==> src/rtl/clock_pkg.sv <==
// -----------------------------------------------------------------------------
// clock_pkg
// Shared definitions for the digital-clock counter stages (seconds, minutes,
// hours).
//
// Contents:
//   SEG_0 .. SEG_9   active-low 7-segment codes, bit order {a,b,c,d,e,f,g}
//   SEG_BLANK        all segments off
//   DIGIT_BLANK      digit value that seg7_encode renders as SEG_BLANK
//   DEFAULT_SET_DIV  set-button auto-repeat period at a 50 MHz clock (1 s)
//   DEFAULT_CW       prescaler width large enough for DEFAULT_SET_DIV
//   hour_to_12h()    maps a 0..23 hour onto the 1..12 face of a 12-hour clock
// -----------------------------------------------------------------------------
package clock_pkg;

  // Active-low segment patterns, MSB = segment a, LSB = segment g.
  localparam logic [6:0] SEG_0     = 7'b000_0001;
  localparam logic [6:0] SEG_1     = 7'b100_1111;
  localparam logic [6:0] SEG_2     = 7'b001_0010;
  localparam logic [6:0] SEG_3     = 7'b000_0110;
  localparam logic [6:0] SEG_4     = 7'b100_1100;
  localparam logic [6:0] SEG_5     = 7'b010_0100;
  localparam logic [6:0] SEG_6     = 7'b010_0000;
  localparam logic [6:0] SEG_7     = 7'b000_1111;
  localparam logic [6:0] SEG_8     = 7'b000_0000;
  localparam logic [6:0] SEG_9     = 7'b000_0100;
  localparam logic [6:0] SEG_BLANK = 7'b111_1111;

  // Any digit code above 9 is drawn blank; this one is used on purpose.
  localparam logic [3:0] DIGIT_BLANK = 4'hF;

  // One auto-increment per second of holding the set button at 50 MHz.
  localparam int DEFAULT_SET_DIV = 50_000_000;
  localparam int DEFAULT_CW      = 26;

  // 0 -> 12, 1..12 unchanged, 13..23 -> 1..11.
  function automatic logic [4:0] hour_to_12h(input logic [4:0] h);
    logic [4:0] r;
    if (h == 5'd0) begin
      r = 5'd12;
    end else if (h > 5'd12) begin
      r = h - 5'd12;
    end else begin
      r = h;
    end
    return r;
  endfunction

endpackage

==> src/rtl/seg7_encode.sv <==
// -----------------------------------------------------------------------------
// seg7_encode
// Combinational BCD digit to active-low 7-segment decoder. Shared by all
// counter stages of the clock.
//
// Ports:
//   digit  in  4  digit value; 0..9 decoded, anything else drawn blank
//   seg    out 7  segments {a..g}, active-low
// -----------------------------------------------------------------------------
module seg7_encode
  import clock_pkg::*;
(
  input  logic [3:0] digit,
  output logic [6:0] seg
);

  always_comb begin
    seg = SEG_BLANK;
    case (digit)
      4'd0:    seg = SEG_0;
      4'd1:    seg = SEG_1;
      4'd2:    seg = SEG_2;
      4'd3:    seg = SEG_3;
      4'd4:    seg = SEG_4;
      4'd5:    seg = SEG_5;
      4'd6:    seg = SEG_6;
      4'd7:    seg = SEG_7;
      4'd8:    seg = SEG_8;
      4'd9:    seg = SEG_9;
      default: seg = SEG_BLANK;
    endcase
  end

endmodule

==> src/rtl/count_display_hour.sv <==
// -----------------------------------------------------------------------------
// count_display_hour
// Hours stage of the digital clock. Advances once per rising edge of the
// minutes terminal count, or at a fixed auto-repeat rate while the set button
// is held. Drives two active-low 7-segment digits and a day-carry pulse.
//
// Parameters:
//   N        hour modulus (wraps N-1 -> 0)
//   SET_DIV  clk cycles per auto-increment while add_hour is held
//   CW       prescaler width, 2**CW >= SET_DIV
//
// Ports:
//   clk        in  1  system clock
//   reset      in  1  asynchronous reset, active low
//   carry_in   in  1  minutes terminal count (level, may stay high for long)
//   add_hour   in  1  manual set button (level, synchronised)
//   stopwatch  in  1  stopwatch view active; hour digits blanked
//   display    out 7  ones digit segments {a..g}, active-low
//   display10  out 7  tens digit segments {a..g}, active-low
//   tc         out 1  one-cycle day carry on a carry-driven N-1 -> 0 wrap
//   hour       out 5  binary hour 0..N-1
//   pm         out 1  hour >= 12 (only with HOUR_12H_DISPLAY_EN)
//
// Build option:
//   HOUR_12H_DISPLAY_EN  when defined, the digits show 12-hour format with a
//                        blanked leading zero and the pm output is added. The
//                        hour count, hour port and tc stay 24-hour.
// -----------------------------------------------------------------------------
module count_display_hour
  import clock_pkg::*;
#(
  parameter int N       = 24,
  parameter int SET_DIV = DEFAULT_SET_DIV,
  parameter int CW      = DEFAULT_CW
) (
  input  logic       clk,
  input  logic       reset,
  input  logic       carry_in,
  input  logic       add_hour,
  input  logic       stopwatch,
  output logic [6:0] display,
  output logic [6:0] display10,
  output logic       tc,
  output logic [4:0] hour
`ifdef HOUR_12H_DISPLAY_EN
  ,
  output logic       pm
`endif
);

  localparam logic [CW-1:0] PRESC_LAST = CW'(SET_DIV - 1);
  localparam logic [4:0]    HOUR_LAST  = 5'(N - 1);

  // ---------------------------------------------------------------------------
  // State
  // ---------------------------------------------------------------------------
  logic          carry_d_reg;
  logic [CW-1:0] presc_reg;
  logic [CW-1:0] presc_next;
  logic [4:0]    hour_reg;
  logic [4:0]    hour_next;
  logic          tc_reg;
  logic          tc_next;
  logic [6:0]    display_reg;
  logic [6:0]    display_next;
  logic [6:0]    display10_reg;
  logic [6:0]    display10_next;

  // ---------------------------------------------------------------------------
  // Increment sources
  // ---------------------------------------------------------------------------
  logic inc_c;
  logic inc_s;
  logic inc;
  logic presc_done;
  logic at_last;

  always_comb begin
    // A long carry_in level must only count once: act on its rising edge.
    inc_c      = carry_in & ~carry_d_reg;
    presc_done = (presc_reg == PRESC_LAST);
    inc_s      = add_hour & presc_done;

    // Prescaler sits at zero while the button is released, so the first
    // set increment always lands a full SET_DIV cycles after the press.
    presc_next = '0;
    if (add_hour && !presc_done) begin
      presc_next = presc_reg + 1'b1;
    end

    // Holding the set button masks the minutes carry entirely.
    inc     = add_hour ? inc_s : inc_c;
    at_last = (hour_reg == HOUR_LAST);

    hour_next = hour_reg;
    if (inc) begin
      hour_next = at_last ? 5'd0 : hour_reg + 5'd1;
    end

    // Only a carry-driven wrap propagates to the next stage; setting the
    // hour by hand must not advance the date.
    tc_next = inc_c & ~add_hour & at_last;
  end

  // ---------------------------------------------------------------------------
  // Digit split, computed from hour_next so the segments change on the same
  // edge as the hour register.
  // ---------------------------------------------------------------------------
  logic [4:0] shown_hour;
  logic [3:0] digit_val [2];   // [0] ones, [1] tens
  logic [6:0] digit_seg [2];

`ifdef HOUR_12H_DISPLAY_EN
  logic pm_reg;
  logic pm_next;

  always_comb begin
    shown_hour = hour_to_12h(hour_next);
    pm_next    = (hour_next >= 5'd12);
  end
`else
  always_comb begin
    shown_hour = hour_next;
  end
`endif

  // Tens/ones by range compare: the hour never exceeds 31, so at most three
  // subtraction bands are needed and no divider is inferred.
  always_comb begin
    digit_val[0] = 4'd0;
    digit_val[1] = 4'd0;
    if (shown_hour >= 5'd30) begin
      digit_val[1] = 4'd3;
      digit_val[0] = 4'(shown_hour - 5'd30);
    end else if (shown_hour >= 5'd20) begin
      digit_val[1] = 4'd2;
      digit_val[0] = 4'(shown_hour - 5'd20);
    end else if (shown_hour >= 5'd10) begin
      digit_val[1] = 4'd1;
      digit_val[0] = 4'(shown_hour - 5'd10);
    end else begin
      digit_val[1] = 4'd0;
      digit_val[0] = 4'(shown_hour);
    end
`ifdef HOUR_12H_DISPLAY_EN
    // A 12-hour face has no leading zero.
    if (digit_val[1] == 4'd0) begin
      digit_val[1] = DIGIT_BLANK;
    end
`endif
  end

  generate
    for (genvar gi = 0; gi < 2; gi++) begin : g_digit
      seg7_encode u_seg7 (
        .digit (digit_val[gi]),
        .seg   (digit_seg[gi])
      );
    end
  endgenerate

  // Stopwatch view blanks the digits only; counting carries on underneath.
  always_comb begin
    display_next   = stopwatch ? SEG_BLANK : digit_seg[0];
    display10_next = stopwatch ? SEG_BLANK : digit_seg[1];
  end

  // ---------------------------------------------------------------------------
  // Registers
  // ---------------------------------------------------------------------------
  always_ff @(posedge clk or negedge reset) begin
    if (!reset) begin
      carry_d_reg   <= 1'b0;
      presc_reg     <= '0;
      hour_reg      <= 5'd0;
      tc_reg        <= 1'b0;
      display_reg   <= SEG_0;
      display10_reg <= SEG_0;
    end else begin
      carry_d_reg   <= carry_in;
      presc_reg     <= presc_next;
      hour_reg      <= hour_next;
      tc_reg        <= tc_next;
      display_reg   <= display_next;
      display10_reg <= display10_next;
    end
  end

`ifdef HOUR_12H_DISPLAY_EN
  always_ff @(posedge clk or negedge reset) begin
    if (!reset) begin
      pm_reg <= 1'b0;
    end else begin
      pm_reg <= pm_next;
    end
  end

  assign pm = pm_reg;
`endif

  assign hour      = hour_reg;
  assign tc        = tc_reg;
  assign display   = display_reg;
  assign display10 = display10_reg;

endmodule

==> config.mk <==
export PLATFORM = sky130hd
export DESIGN_NAME = count_display_hour
export DESIGN_NICKNAME = d
export VERILOG_FILES = /design/src/rtl/clock_pkg.sv /design/src/rtl/seg7_encode.sv /design/src/rtl/count_display_hour.sv
export SDC_FILE = /design/constraint.sdc
export NUM_CORES = 1
export LEC_CHECK = 0
export ABC_AREA = 1
export CORE_UTILIZATION = 50
export DETAILED_ROUTE_END_ITERATION = 6
export DONT_BUFFER_PORTS = 1
export GPL_ROUTABILITY_DRIVEN = 0
export RECOVER_POWER = 100
export REMOVE_ABC_BUFFERS = 1
export SYNTH_ARGS = -nofsm -noshare
export SYNTH_HDL_FRONTEND = slang
export SYNTH_SLANG_ARGS = --single-unit
==> constraint.sdc <==
create_clock -name clk -period 3 [get_ports clk]
set_input_delay 0 -clock clk [delete_from_list [all_inputs] [get_ports clk]]
set_output_delay 0 -clock clk [all_outputs]
set_load 0.005 [all_outputs]
-- After elaboration in Yosys (flattened, before gate mapping)
Memories as Yosys holds them, arrays and structs flattened.
Cells that the tools add are included.
- bits in read-only memories: 224
- memories kept: 2
- input port bits: 5
- logic and storage cells: 35
- flip-flop bits (word level): 47
- output and inout port bits: 20
- memory list (memory ; depth ; width ; rd ports ; clocked after memory_dff ; wr ports ; RTL line ; source):
    (no name shown) ; 16 ; 7 ; 1 ; 0 ; 0 ; seg7_encode.sv:19 ; case (digit)
    (no name shown) ; 16 ; 7 ; 1 ; 0 ; 0 ; seg7_encode.sv:19 ;
- magnitude comparators: 3
- add/sub/neg operators: 5
- bitwise operators: 6
- mux-type cells: 9
- reduce and logical (&&, ||, !) cells: 2
- equal/unequal tests: 2
- operator list (cell ; number):
    $add 26x1->26 const B ; 1
    $eq 26x26->1 const B ; 1
    $mux 26 ; 1
    $mux 8 ; 3
    $mux 7 ; 2
    $ge 5x5->1 const B ; 2
    $mux 5 ; 2
    $sub 4x4->4 const B ; 2
    $add 5x1->5 const B ; 1
    $eq 5x5->1 const B ; 1
    $ge 5x4->1 const B ; 1
    $and 1x1->1 ; 4
    $sub 4x3->4 const B ; 1
    $not 1->1 ; 2
    $logic_and 1x1->1 ; 1
    $logic_not 1->1 ; 1
    $mux 1 ; 1

-- Longest topological paths before layout
Gate-level depths: netlist of the first run.
An unclocked memory read counts as a cell.
- depth in word-level cells: 10
- mapped depth: 24

-- Hierarchy
From an unflattened synthesis of the first run, not the netlist that was laid out.
- cell total of the unflattened synthesis: 383
- area total of the unflattened synthesis: 2987.9 µm²
- modules (own cells, without submodules) (module ; area an instance (µm²) ; times used ; cells each):
    count_display_hour ; 2612.5 ; 1 ; 313
    seg7_encode ; 187.7 ; 2 ; 35

-- Least setup slack after synthesis of the first run
OpenSTA, ideal clock, no wires.
- path type: flip-flop to flip-flop
- start: register presc_reg[0]
- end: register display_reg[3], in the netlist display[3]
- data arrival time: 2.523 ns
- path slack: 0.352 ns
- clock period less this slack: 2.648 ns
- stages on the path, launching flop included: 25
- library setup time: 0.125 ns
- cell sequence: dfrtp_1 > ha_1 > nand2_1 > nor2_2 > nand2_1 > nor2_2 > nand2_2 > nand2_4 > nand2_2 > nand2_1 > nand2_1 > inv_1 > ha_1 > nand3_1 > nand3_2 > nand2_2 > nand2_2 > nand2_2 > nand2_1 > nand2_1 > ha_1 > inv_1 > nand2_1 > nand3_1 > nand2_1
- longest elaborated chain between the ends: 10
- RTL lines (what ; RTL line ; source):
    start: declaration ; count_display_hour.sv:58 ; logic [CW-1:0] presc_reg;
    start signal: assignment ; count_display_hour.sv:181 ; presc_reg <= presc_next;
    $eq 26x26->1 * ; count_display_hour.sv:81 ; presc_done = (presc_reg == PRESC_LAST);
    $and 1x1->1 * ; count_display_hour.sv:82 ; inc_s = add_hour & presc_done;
    $mux 1 * ; count_display_hour.sv:92 ; inc = add_hour ? inc_s : inc_c;
    $mux 5 * ; count_display_hour.sv:96 ; if (inc) begin
    named net hour_next[2] ; count_display_hour.sv:61 ; logic [4:0] hour_next;
    $sub 4x4->4 or $ge 5x4->1 (tied branches) ; count_display_hour.sv:140, count_display_hour.sv:138 ;
    $mux 8 ; count_display_hour.sv:138 ; end else if (shown_hour >= 5'd10) begin
    $mux 8 ; count_display_hour.sv:135 ; end else if (shown_hour >= 5'd20) begin
    $mux 8 * ; count_display_hour.sv:132 ; if (shown_hour >= 5'd30) begin
    $mem_v2 16x7 * ; -- ;
    $mux 7 * ; count_display_hour.sv:164 ; display_next = stopwatch ? SEG_BLANK : digit_seg[0];
    named net display_next[3] ; count_display_hour.sv:65 ; logic [6:0] display_next;
    end signal: assignment ; count_display_hour.sv:184 ; display_reg <= display_next;
    end: declaration ; count_display_hour.sv:64 ; logic [6:0] display_reg;
Mark *: on every way through the listed nets, which the timed path passes. The rest lies on a longest branch.

-- Final worst setup path of the first run
Same ends and word-level chain as after synthesis.

==> impl_summary.md, run 1 <==
CTS
Buffers inserted during clock tree synthesis total 5. The maximum level of the CTS H-tree is 2. The root buffer cell is clkbuf_8. The worst-skew pair later-pin latency is 0.30 ns. The number of buffers between clock root and the deepest sink is 2. TritonCTS built the clock tree. The clock transition at the registers of the reported paths is 0.09 ns. The TritonCTS sink count is 46.

Cells and area
0 antenna diodes ended up in the layout. For this run, the share of the core covered by cells in the final layout is 0.622. The net count reported at finish is 359. In the final layout, the share of cells above drive strength 1 is 0.262. The register with the most flip-flops in the layout has 26 of them. After routing the design area is 3180 µm².

The area added between synthesis and finish is 20.3%.

Routing
In the routed layout, each cell is associated on average with a via count of 5.21. After detailed routing, the number of remaining DRC violations is 0. The final wirelength is 5630 µm.

The detail route stage leaves a number of antenna-violating nets equal to 0. The detailed router's first-iteration violation count is 117. Summing over every cut layer, the via total after detailed routing is 2151. The first-pass iteration count of the detailed router is 4. In the final routed layout, each cell accounts on average for 13.6 µm.

Critical path
Counting cells, the worst reg-to-reg path comes to 24. The reg2reg setup slack is 0.12 ns. The worst register-to-register path begins at presc_reg[0]. For the worst setup path, the data required time is 3.19 ns.

The launching element type of the critical path is a flip-flop. The most critical setup path has its startpoint at presc_reg[0]. The arrival time of data at the critical path endpoint is 3.07 ns.

In this run the critical register-to-register path is captured at display[3]. The capturing element of the worst setup path is display[3]. The type of the worst setup path is flip-flop to flip-flop. STA classifies the critical path endpoint as a flip-flop.

The maximum fanout along the worst path is 5.

Placement
The area after detailed placement is 2730 µm². The placed wire-length estimate after detailed placement is 3790 µm. The count of buffers from port buffering is 0.

Die
The floorplan step set the die width to 74.7 µm. The floorplan row count is 26. The top-level I/O count is 25.

The die covers 5570 µm². The die outline height is 74.7 µm. The area of the core is 5110 µm². For this configuration, the core starts out at a cell density of 0.517.

STA
The final number of hold-violating endpoints is 0. Setup violations remaining at the end of the flow were counted as 0. The max-slew violation count is 47.

Setup repair after global routing could not meet its margin everywhere. The final worst-path cycle share is 0.960. The final sum of negative setup slack is 0 ns.

The post-route minimum period is 2.88 ns. For the pin with the worst max-slew slack, the measured transition is 2.42 ns. The maximum achievable frequency is 0.347 GHz. The worst relative slew slack is -0.613. Clock skew on the completed layout was measured at 0.00445 ns.

Logic synthesis
Synthesis produced 316 cells. In this run, synthesis produced a sequential element count of 46. The share of synthesized area in the top cell type comes to 0.417.

The distinct cell type count after synthesis is 35. During synthesis, Yosys emitted a total of 0 warnings. The mapped netlist covers 2640 µm². The number of flops mapped to enable cells by yosys is 0. The dominant synthesized flop cell is dfrtp_1.

In the synthesized netlist, the cells that appear most often are 56 x nand2_1, 44 x dfrtp_1, 35 x inv_1. The share of the Yosys chip area taken by registers is 0.437. The top cell type by total area after synthesis is dfrtp_1.

The fraction of registers with async set/reset is 1.00. nand2_1 is the most common cell in the netlist. Averaged over all synthesized cells, the footprint is 8.35 µm². After synthesis, the cell types taking the most area are dfrtp_1 42%, nand2_1 8.0%, nand3_1 6.1%, ha_1 5.7%, inv_1 5.0%.

Run status
The checks that failed: capacitance limit, slew limit. The flow ran to the end, but the final reports show violations.

Pwr
Of the total power, the clock network draws 0.150. The power per cell area is 824 nW/µm². The leakage power is 1.41 nW.

The internal portion of the total power is 0.00144 W. Of the total power, the share spent switching nets is 0.450. Across the VDD grid, the largest voltage drop is 0.644 mV. For this design the total switching power over the nets is 0.00118 W.

The part of the power in combinational logic is 0.541. The sequential fraction of design power is 0.309.

Global routing
The first global-routing pass estimated 8970 µm of wire. The remaining global-route overflow is 0. The number of antenna violations at the first check in global routing is 0.

The via count of the first global-routing pass is 2043. The total routing usage reported by global routing is 0.210. Entering global routing, the biggest net connects 47 pins.

Run
The max-capacitance violation count is 1.

Min path
The min-delay analysis places its worst path in the category primary input to flip-flop.
layout make-up:
cell class              instances  area [µm²]
well taps                      70        87.6
clock inverters                 3        25.0
fillers                       448        1930
clock buffers                   5        68.8
flip-flops and latches         46        1150
inverters                      41         171
repair buffers                 22         175
multi-input cells             226        1500
metal layers:
| layer | part of all wire | GRT usage | up-vias |
|---|---|---|---|
| met5 | 0 | 0 | - |
| li1 | - | - | 1086 |
| met3 | 0.027 | 0.0388 | 11 |
| met4 | 0.017 | 0.0566 | 0 |
| met2 | 0.52 | 0.377 | 24 |
| met1 | 0.44 | 0.260 | 1030 |
what timing repair did:
item | 4_1_cts | 5_1_grt
setup endpoints to repair | 0 | 7
hold buffers | 5 | 0
hold endpoints to repair | 61 | 0
resized for setup | 0 | 48
setup buffers | 0 | 13
cells in the final DEF (no fill, tap or decap), drive strengths merged, types with 2 or more instances in the layout:
cell type / n
nor3: 16
a21oi: 15
nor4: 3
dfstp: 2
buf: 16
clkbuf: 7
nand2: 80
nand4: 7
nand3b: 2
dfrtp: 44
xnor2: 2
ha: 12
nand3: 37
dlygate4sd3: 4
inv: 41
nor2: 35
clkinv: 2
o21ai: 11
kinds of logic after synthesis:
group,synth area share
AOI/OAI and AO/OA,0.0626
xor gates and xnor gates,0.00995
adders and majority gates,0.0569
buffers and inverters,0.0711
DFF,0.437
and+or+nand+nor,0.363
power groups by stage:
stage / Clock, W / Combinational, W / Sequential, W
6_report: 0.000392 / 0.00142 / 0.000809
5_1_grt: 0.000432 / 0.00159 / 0.000823
4_1_cts: 0.000406 / 0.00108 / 0.000807
3_5_place_dp: 0 / 0.00105 / 0.000820
3_3_place_gp: 0 / 0.00105 / 0.000821
2_1_floorplan: 0 / 0.000874 / 0.000801
critical path, stage by stage, from the launching register on:
cell and delay (ns):
dfrtp_1 0.38, ha_2 0.21, nand2_2 0.07, nor2_4 0.14
nand2_2 0.08, nor2_4 0.12, nand2_2 0.07, nand2_4 0.14
nand2_8 0.08, nand2_4 0.11, nand2_8 0.08, inv_8 0.08
ha_4 0.14, nand3_4 0.08, nand3_4 0.11, nand2_4 0.07
nand2_4 0.08, nand2_2 0.06, nand2_1 0.07, nand2_2 0.06
ha_1 0.27, inv_1 0.07, nand2_2 0.06, nand3_2 0.07
nand2_1 0.05
worst min path at each step:
stage,startpoint,endpoint,slack (ns),cells past startpoint
6_report,add_hour,presc_reg[5],0.09,3
5_1_grt,add_hour,presc_reg[1],0.09,3
4_1_cts,add_hour,hour[1],0.01,3
3_5_place_dp,reset,presc_reg[16],-0.29,0
3_3_place_gp,reset,presc_reg[16],-0.29,0
2_1_floorplan,reset,carry_d_reg,-0.30,0
per-stage QoR:
stage / instances / power (W) / worst slack (ns) / hold WS, ns
6_report: 413 / 0.00262 / 0.119 / 0.0936
5_1_grt: 413 / 0.00284 / -0.0861 / 0.0916
4_1_cts: 400 / 0.00229 / 0.00390 / 0.0130
3_5_place_dp: 387 / 0.00187 / 0.0282 / -0.294
3_3_place_gp: 387 / 0.00187 / 0.129 / -0.295
2_1_floorplan: 313 / 0.00168 / 0.238 / -0.296
Power figures use the tool's default switching activity.
==> run 2: changes to the inputs <==
--- a/config.mk
+++ b/config.mk
@@ -6,10 +6,11 @@
 export NUM_CORES = 1
 export LEC_CHECK = 0
 export ABC_AREA = 1
-export CORE_UTILIZATION = 50
+export CORE_UTILIZATION = 55
 export DETAILED_ROUTE_END_ITERATION = 6
 export DONT_BUFFER_PORTS = 1
 export GPL_ROUTABILITY_DRIVEN = 0
+export PLACE_DENSITY = 0.7
 export RECOVER_POWER = 100
 export REMOVE_ABC_BUFFERS = 1
 export SYNTH_ARGS = -nofsm -noshare
==> run 2 against run 1 <==
- critical path type unchanged
- final cell count down 5.1%
- the run still ends with capacitance limit, slew limit left
- total power is 9.5% higher
- hold slack lost 0.031 ns
- via count is 1.2% higher
- utilization is 9.6 points higher
- worst setup slack lost 0.038 ns
- global-route usage rose by 1.2 points
- count of clock-buffer cells in the layout is the same
- combinational power increased by 6%
- critical endpoint unchanged
- clock skew is 0.00099 ns higher
- cell area grew 1.1%
- highest routed layer unchanged
==> impl_summary.md, run 2 (same netlist as run 1, synthesis figures left out) <==
Run status
Run status: finished, violations left (unchanged). Violations in the final reports: capacitance limit, slew limit (unchanged).

Global routing
The first-pass GRT wire length is 8870 µm (was 8970 µm). The number of antenna violations at the first check in global routing is 0 (unchanged). The met2 routing resource usage after global routing is 0.378 (was 0.377). The via count of the first global-routing pass was 1939 (was 2043). The layer carrying the most global-route usage is met2 (unchanged).

The met1 track demand over resource in global routing is 0.289 (was 0.260). The met3 track utilization from global routing is 0.0436 (was 0.0388). The remaining global-route overflow is 0 (unchanged). The maximum number of pins on one net before global-route repair is 47 (unchanged). The total routing usage reported by global routing is 0.223 (was 0.210).

STA
The max-slew violation count was 47 (unchanged). The post-route minimum period is 2.92 ns (was 2.88 ns). The number of setup violations in the final report is 0 (unchanged).

The maximum clock skew at final layout is 0.00544 ns (was 0.00445 ns). The final worst-path cycle share is 0.973 (was 0.960). The final number of hold-violating endpoints was 0 (unchanged). The final sum of negative setup slack is 0 ns (unchanged). The maximum achievable frequency is 0.343 GHz (was 0.347 GHz). The worst hold margin is 0.0627 ns (was 0.0936 ns). The transition at the pin with the smallest max-transition slack was 2.43 ns (was 2.42 ns). The worst relative slew slack is -0.619 (was -0.613). The slack of the critical path was 0.0805 ns (was 0.119 ns). Unrepaired setup endpoints after global routing: true (unchanged).

Cells and area
The proportion of layout cells with a drive suffix above 1 is 0.268 (was 0.262). The most frequent standard cell in the layout excluding fill and tap cells is nand2_1 (unchanged). The net count reported at finish is 356 (was 359). The cell area after layout was 3210 µm² (was 3180 µm²). Most frequent cells in the layout: 48 x nand2_1, 44 x dfrtp_1, 33 x inv_1 (was 49 x nand2_1, 44 x dfrtp_1, 33 x inv_1). The number of flip-flops in the largest register is 26 (unchanged).

The area added between synthesis and finish is 21.7% (was 20.3%). The antenna diode count is 0 (unchanged).

CTS
The clock transition at the registers of the reported paths is 0.09 ns (about the same). The maximum level of the CTS H-tree came to 2 (unchanged). The root buffer cell is clkbuf_8 (unchanged). The TritonCTS sink count is 46 (unchanged). The worst-skew pair later-pin latency is 0.30 ns (about the same). The number of buffers between clock root and the deepest sink is 2 (unchanged). The number of buffers created by CTS is 5 (unchanged). The TritonCTS clock tree is done (unchanged).

Critical path
The arrival time of data at the critical path endpoint is 3.11 ns (was 3.07 ns). The capturing element of the worst setup path was display[3] (unchanged). The type of the worst setup path is flip-flop to flip-flop (unchanged). The most repeated library cell on the critical path is nand2_2 (unchanged). The kind of cell with the highest combined delay on the critical path is simple AND/OR/NAND/NOR gates (unchanged). The start point of the critical path is presc_reg[0] (unchanged).

The launching element type of the critical path is a flip-flop (unchanged). The kind of capture point of the worst setup path is a flip-flop (unchanged). The reg2reg setup slack is 0.08 ns (was 0.12 ns). The beginning of the worst register-to-register path is presc_reg[0] (unchanged). The total number of cells along the worst setup path is 24 (unchanged). The critical path required time is 3.19 ns (about the same). The maximum fanout along the worst path is 5 (unchanged). The number of cells traversed by the worst register-to-register path was 24 (unchanged). The capture point of the worst reg-to-reg path is display[3] (unchanged). CP Cell Sequence: ha_2 > nand2_2 > nor2_4 > nand2_2 > nor2_4 > nand2_2 > nand2_4 > nand2_8 > nand2_4 > nand2_8 > buf_12 > ha_4 > nand2_1 > nand2_2 > nand2_2 > nand2_4 > nand2_4 > nand2_2 > nand2_2 > ha_4 > inv_1 > nand2_2 > nand3_2 > nand2_1 (was ha_2 > nand2_2 > nor2_4 > nand2_2 > nor2_4 > nand2_2 > nand2_4 > nand2_8 > nand2_4 > nand2_8 > inv_8 > ha_4 > nand3_4 > nand3_4 > nand2_4 > nand2_4 > nand2_2 > nand2_1 > nand2_2 > ha_1 > inv_1 > nand2_2 > nand3_2 > nand2_1).

The count of buffer and inverter cells on the critical path is 2 (unchanged). The delay contributed by the slowest stage of the critical path is 0.38 ns (about the same). The cell with the largest stage delay on the worst path was dfrtp_1 (unchanged).

Routing
The remaining routing DRC violations was 0 (unchanged). The routed length per placed instance is 14.7 µm (was 13.6 µm). The detailed router's first-iteration violation count is 120 (was 117). The first-pass iteration count of the detailed router is 5 (was 4).

The final wirelength is 5770 µm (was 5630 µm). The final antenna-violating net count is 0 (unchanged). The vias after detailed routing is 2176 (was 2151).

The average vias per placed instance was 5.55 (was 5.21).

Pwr
The leakage power was 1.42 nW (was 1.41 nW). The fraction of power spent switching nets is 0.431 (was 0.450). The switching power of the nets was 0.00123 W (was 0.00118 W). The sequential fraction of design power is 0.282 (was 0.309). The worst supply voltage drop on vdd is 0.755 mV (was 0.644 mV). The power per cell area is 892 nW/µm² (was 824 nW/µm²).

The part of the power in combinational logic is 0.526 (was 0.541). The relative contribution of the clock network to total power is 0.192 (was 0.150). The internal cell power is 0.00163 W (was 0.00144 W). The post-layout total power was 0.00287 W (was 0.00262 W).

Die
The top-level I/O count is 25 (unchanged). The starting density of the core is 0.590 (was 0.517). The die outline height was 71.3 µm (was 74.7 µm). The floorplan row count is 24 (was 26). The die area is 5080 µm² (was 5570 µm²).

The area of the core came to 4470 µm² (was 5110 µm²). The die width is 71.3 µm (was 74.7 µm).

Placement
The count of buffers from port buffering was 0 (unchanged). The placed wire-length estimate after detailed placement is 3750 µm (was 3790 µm). The area after detailed placement is 2700 µm² (was 2730 µm²). The setup slack after placement is 0.0316 ns (was 0.0282 ns).

Run
The max-capacitance violation count was 1 (unchanged).

Min path
The worst hold path class is primary input to flip-flop (unchanged).
[run 2: changes by cell type in the layout (fill, tap and decap cells not counted), moves of 2 or more]
cell	change
bufinv_16	+2
nand3_1	-2
nand3_2	+3
buf_4	-4
[run 2: repair_timing]
action                                  4_1_cts  5_1_grt
buffers inserted                              0       10
gates resized for setup                       0       52
hold buffers                                  5        0
endpoints found under the setup margin        0        7
endpoints found under the hold margin        61        0
[run 2: layout make-up]
| class | instances | area [µm²] |
|---|---|---|
| Clock buffer | 5 | 68.8 |
| Clock inverter | 3 | 68.8 |
| Fill cell | 335 | 1260 |
| Inverter | 41 | 171 |
| Multi-Input combinational cell | 226 | 1520 |
| Sequential cell | 46 | 1150 |
| Tap cell | 52 | 65.1 |
| Timing Repair Buffer | 19 | 161 |
[run 2: tightest hold or removal path: cells and delay by family]
family / cells / cell delay (ns)
and+or+nand+nor: 3 / 0.30
[run 2: layer usage]
| layer | wire length [µm] | vias up |
|---|---|---|
| met5 | 0 | - |
| met4 | 76 | 0 |
| met3 | 213 | 9 |
| met2 | 3030 | 37 |
| met1 | 2440 | 1051 |
| li1 | - | 1079 |
[run 2: how the worst min path moves through the flow]
stage / endpoint / slack (ns) / startpoint / cells past startpoint
2_1_floorplan: carry_d_reg / -0.30 / reset / 0
3_5_place_dp: presc_reg[16] / -0.29 / reset / 0
3_3_place_gp: presc_reg[16] / -0.29 / reset / 0
5_1_grt: hour[1] / 0.06 / add_hour / 3
6_report: hour[1] / 0.06 / add_hour / 3
4_1_cts: hour[1] / 0.04 / add_hour / 3
[run 2: metrics by stage]
step / utilization / instances
floorplan: - / 313
global placement: 0.604 / 369
detailed placement: 0.604 / 369
CTS: 0.650 / 382
global route: 0.718 / 392
finish: 0.718 / 392
[run 2: power by group through the flow]
| stage | Combinational, W | Clock (W) | Sequential [W] |
|---|---|---|---|
| floorplan | 0.000874 | 0 | 0.000801 |
| global placement | 0.00105 | 0 | 0.000819 |
| detailed placement | 0.00106 | 0 | 0.000820 |
| CTS | 0.00108 | 0.000557 | 0.000806 |
| global route | 0.00165 | 0.000581 | 0.000819 |
| finish | 0.00151 | 0.000550 | 0.000809 |
